## src/rtl/match_event_fifo.sv

```systemverilog
// Time-stamps qualified match_filter detections and queues them in a small
// first-word-fall-through FIFO, with holdoff suppression and drop accounting.
module match_event_fifo #(
  parameter int DEPTH    = 8,
  parameter int HOLDOFF  = 16,
  parameter int TS_WIDTH = 32
) (
  input  logic                     clk,
  input  logic                     reset,
  input  logic                     rxstrobe,
  input  logic                     valid,
  input  logic                     match,
  input  logic                     enable,
  input  logic                     clear,
  input  logic                     rd_en,
  output logic [TS_WIDTH-1:0]      rd_data,
  output logic                     empty,
  output logic                     full,
  output logic [$clog2(DEPTH):0]   level,
  output logic [7:0]               drop_count,
  output logic                     event_pulse
);

  localparam int AW = $clog2(DEPTH);
  localparam int HW = (HOLDOFF > 0) ? $clog2(HOLDOFF + 1) : 1;
  localparam logic [HW-1:0] HOLD_LOAD = HW'(HOLDOFF);
  localparam logic [AW:0]   DEPTH_LVL = (AW + 1)'(DEPTH);

  logic [TS_WIDTH-1:0] ts_q, ts_d;
  logic [HW-1:0]       holdoff_q, holdoff_d;
  logic [AW-1:0]       wr_ptr_q, wr_ptr_d;
  logic [AW-1:0]       rd_ptr_q, rd_ptr_d;
  logic [AW:0]         level_q, level_d;
  logic                empty_q, empty_d;
  logic                full_q, full_d;
  logic [7:0]          drop_q, drop_d;
  logic                pulse_q, pulse_d;
  logic [TS_WIDTH-1:0] mem_q [DEPTH];

  logic event_ok;
  logic pop;
  logic push;
  logic drop;
  logic wr_en;

  always_comb begin
    event_ok = valid & match & enable & (holdoff_q == '0);
    pop      = rd_en & ~empty_q;
    push     = event_ok & (~full_q | pop);
    drop     = event_ok & full_q & ~pop;

    ts_d      = ts_q + {{(TS_WIDTH-1){1'b0}}, rxstrobe};
    holdoff_d = holdoff_q;
    wr_ptr_d  = wr_ptr_q;
    rd_ptr_d  = rd_ptr_q;
    level_d   = level_q;
    drop_d    = drop_q;
    pulse_d   = 1'b0;
    wr_en     = 1'b0;

    if (clear) begin
      // Flush wins over any same-cycle traffic; the timestamp keeps running.
      holdoff_d = '0;
      wr_ptr_d  = '0;
      rd_ptr_d  = '0;
      level_d   = '0;
      drop_d    = '0;
    end else begin
      if (event_ok) begin
        holdoff_d = HOLD_LOAD;
      end else if (rxstrobe && (holdoff_q != '0)) begin
        holdoff_d = holdoff_q - 1'b1;
      end

      if (push) begin
        wr_en    = 1'b1;
        wr_ptr_d = wr_ptr_q + 1'b1;
      end
      if (pop) begin
        rd_ptr_d = rd_ptr_q + 1'b1;
      end

      if (push && !pop) begin
        level_d = level_q + 1'b1;
      end else if (pop && !push) begin
        level_d = level_q - 1'b1;
      end

      if (drop && (drop_q != 8'hFF)) begin
        drop_d = drop_q + 1'b1;
      end

      pulse_d = event_ok;
    end

    empty_d = (level_d == '0);
    full_d  = (level_d == DEPTH_LVL);
  end

  always_ff @(posedge clk) begin
    if (reset) begin
      ts_q      <= '0;
      holdoff_q <= '0;
      wr_ptr_q  <= '0;
      rd_ptr_q  <= '0;
      level_q   <= '0;
      empty_q   <= 1'b1;
      full_q    <= 1'b0;
      drop_q    <= '0;
      pulse_q   <= 1'b0;
    end else begin
      ts_q      <= ts_d;
      holdoff_q <= holdoff_d;
      wr_ptr_q  <= wr_ptr_d;
      rd_ptr_q  <= rd_ptr_d;
      level_q   <= level_d;
      empty_q   <= empty_d;
      full_q    <= full_d;
      drop_q    <= drop_d;
      pulse_q   <= pulse_d;
    end
  end

  // Storage is left unreset; the head is don't-care whenever empty is high.
  for (genvar gi = 0; gi < DEPTH; gi++) begin : g_entry
    always_ff @(posedge clk) begin
      if (!reset && wr_en && (wr_ptr_q == AW'(gi))) begin
        mem_q[gi] <= ts_q;
      end
    end
  end

  assign rd_data     = mem_q[rd_ptr_q];
  assign empty       = empty_q;
  assign full        = full_q;
  assign level       = level_q;
  assign drop_count  = drop_q;
  assign event_pulse = pulse_q;

endmodule

```

## config.mk

```make
export PLATFORM = sky130hd
export DESIGN_NAME = match_event_fifo
export DESIGN_NICKNAME = d
export VERILOG_FILES = /design/src/rtl/match_event_fifo.sv
export SDC_FILE = /design/constraint.sdc
export NUM_CORES = 1
export LEC_CHECK = 0
export ABC_AREA = 0
export BUFFER_PORTS_ARGS = -buffer_cell sky130_fd_sc_hd__buf_4
export CORE_ASPECT_RATIO = 0.9
export CORE_MARGIN = 2
export CORE_UTILIZATION = 50
export DETAILED_ROUTE_END_ITERATION = 6
export PLACE_DENSITY_LB_ADDON = 0.3
export SYNTH_ARGS = -nofsm -noshare
export SYNTH_HDL_FRONTEND = slang
export SYNTH_SLANG_ARGS = --single-unit
```

## constraint.sdc

```tcl
create_clock -name clk -period 5.2 [get_ports clk]
set_input_delay 0.52 -clock clk [delete_from_list [all_inputs] [get_ports clk]]
set_output_delay 0.52 -clock clk [all_outputs]
set_load 0.05 [all_outputs]
```

==> results.tsv <==
stage	metric	value	unit
synth	synth_area	12480	sq um
critical_path	path_cells	buf_4 -> mux4_2 -> mux2_2 -> buf_4	
synth	synth-compound-area-share	1.844	%
synth	synth-warning-count	0	
critical_path	slowest_stage	dfxtp_4	
floorplan	dieWidth	170.6	um
sta	tightest_slew	1.115	ns
synth	synthTopCellsByCount	edfxtp_1, mux4_2, dfxtp_1, nor2_1, mux2_2	
pwr	p_leak	4.618	nW
synth	synth_top_family_by_area	multiplexers	
floorplan	die_h	153.9	um
drt	drtIter0Drc	546	
cts	cts_max_path_buffers	3	
synth	yosys.area_share.adder	1.403	%
sta	max_freq	277.8	MHz
drt	wl_per_cell	20.63	um
floorplan	start_util	51.18	%
pwr	pwr-share-comb	1.9	%
final_layout	syn_to_final_growth	14.66	%
synth	synth_top_cell_by_area	edfxtp_1	
synth	synthMuxAreaShare	14.43	%
pwr	switching_share	19.88	%
placed_design	gp_congestion	0.7910	
pwr	power_switching	1.007	mW
global_route	antenna_found_initial	0	
cts	clock_sinks	317	
critical_path	rrSetupSlack	2.26	ns
synth	synth_seq_cells	317	
synth	synthSimpleGateAreaFrac	6.645	%
final_layout	diodes	0	
sta	relSlewSlack	25.67	%
sta	period_share	69.23	%
drt	vias_per_cell	5.560	
sta	finalHoldViolCount	0	
cts	postCtsSetupRepairBufs	0	
floorplan	dieArea	26250	sq um
floorplan	io_pins	55	
global_route	grt_pass1_vias	6582	
global_route	grt_use_total	18.32	%
synth	synth_edf_count	256	
cts	insertion_delay	0.55	ns
pwr	pwr-share-clk	44.3	%
synth	syn_nets	728	
cts	cts_root_buf	clkbuf_16	
synth	post-synth-top-count-cell	edfxtp_1	
sta	fin_crit	3.600	ns
sta	setup_violations	0	
critical_path	worstRegToRegCells	8	
hold_path	hold_path.class	input port to flip-flop	
drt	dr_wl_met3	947	um
critical_path	arrival	3.08	ns
synth	ys_types	42	
sta	whs	0.3312	ns
placed_design	io_buffers	54	
global_route	grt_pass1_wl	36600	um
synth	syn_area_per_cell	17.68	sq um
final_layout	nets	794	
cts	cts_tree	done	
critical_path	worstSetupStartpointType	flip-flop	
sta	grt_setup_unrepaired	no	
sta	finClkSkew	0.009890	ns
final_layout	drive_above_1_share	28.39	%
cts	clkSlewWorstSetupHoldPaths	0.06	ns
cts	cts_inserted_buffers	31	
cts	htree_levels	1	
floorplan	coreArea	24390	sq um
pwr	p_per_area	353.8	nW/um^2
floorplan	rows	54	
run	cap_viol_max_count	0	
pwr	internal_power	4.058	mW
cts	postCtsResizedCells	0	
pwr	power_frac_seq	53.8	%
drt	wl	23360	um
pwr	power	5.064	mW
critical_path	worstSetupEndpointType	output port	
synth	ys_async_sr_fraction	0	%
drt	met2RoutedLength	11930	um
global_route	grt_overflow_total	0	
synth	synthTopCellsByArea	edfxtp_1, mux4_2, dfxtp_1, mux2_2, xnor2_1	
drt	highest_layer	met4	
critical_path	path_class	flip-flop to output port	
drt	vias	6294	
synth	yosys.area_share.xor_xnor	2.947	%
sta	fin_setup_tns	0	ns
drt	wl_met1	9942	um
synth	synth_top_cell_area_share	61.58	%
critical_path	worstPathRequired	4.68	ns
outcome	outcome	completed	
synth	synth_ff_type	edfxtp_1	
critical_path	crit_path_frequent_cell	buf_4	
hold_path	hold_depth	3	
drt	detail-route-antenna-nets	0	
drt	drc	0	
cts	cts_hold_buf	0	
critical_path	slowest_delay	0.96	ns
sta	slew_violations	0	
pwr	vdd_drop_max	0.2325	mV
final_layout	fillers	1792	
global_route	grt_max_degree	46	
drt	dr.pass1.iters	4	
synth	synth_cells	706	
placed_design	hpwl	12850	um
synth	ys_seq_area_share	71.36	%
critical_path	path_max_fanout	45	
## sequential cells by signal, indices dropped and copies added (netlist names), named ones only
name	cells
mem_q	256
ts_q	32
drop_count	8
holdoff_q	5
level	4
rd_ptr_q	3
wr_ptr_q	3
empty	1
event_pulse	1
full	1
## metal layers
metal	global-route usage (%)	vias up
met5	0	-
met3	2.651	40
li1	-	2901
met1	24.77	3212
met2	31.27	141
met4	5.128	0
## power groups by stage
stage / logic [mW] / clock network [mW] / registers (mW)
after global placement: 0.0942 / 0 / 2.78
after detailed placement: 0.0973 / 0 / 2.78
after floorplan: 0.0711 / 0 / 2.78
final: 0.0975 / 2.24 / 2.72
after global routing: 0.105 / 2.39 / 2.72
after CTS: 0.0980 / 2.29 / 2.72
## kinds of logic after synthesis
kind of cell / count (synthesis)
flops: 317
simple gates: 164
mux: 96
buf+inv: 43
xor+xnor: 42
compound gates: 30
fa+ha+maj: 14
## cell type report
class                   instances  area, sq um  area share [%]
flip-flops and latches        317         8914           62.27
multi-input cells             346         3405           23.79
clock buffers                  35        832.0           5.813
repair buffers                 65        488.0           3.409
well taps                     336        420.4           2.937
clock inverters                22        214.0           1.495
inverters                      11        41.29          0.2885
## critical path: cells and delay by family, from the launching register on
family / cells / cell delay, ns
flops: 1 / 0.96
mux: 2 / 0.85
buf+inv: 2 / 0.69
## through the flow
stage | utilization (%) | cell area [sq um] | setup slack (ns) | std cells
after detailed placement | 54.40 | 13270 | 2.077 | 1075
after floorplan | - | 12480 | 2.475 | 706
after global routing | 58.68 | 14310 | 1.356 | 1132
after CTS | 58.68 | 14310 | 1.488 | 1132
after global placement | 54.40 | 13270 | 2.145 | 1075
final | 58.68 | 14310 | 1.600 | 1132
## worst paths after layout
kind                              startpoint      endpoint
worst max-delay path               flip-flop   rd_data[31]
worst min-delay path                rxstrobe       ts_q[0]
worst min register to register   rd_ptr_q[1]     flip-flop
worst max register to register  holdoff_q[0]  mem_q[4][19]
## layout by cell type (no fill, tap or decap), types with 3 or more instances in the layout
cell	instances
edfxtp_1	256
buf_4	65
mux4_2	64
dfxtp_1	59
nor2_1	57
mux2_2	32
clkbuf_16	32
xnor2_1	28
nand2_1	23
nand3_1	17
and3_1	14
xor2_1	14
ha_1	14
nor4_1	13
inv_1	11
a21oi_1	10
clkinv_2	10
nand4_1	8
nor3_1	7
or3_1	6
a211oi_1	5
o21ai_0	4
nor2b_1	4
clkinvlp_4	4
and2_1	3
clkinv_4	3
bufinv_16	3
(Power assumes the default switching activity.)
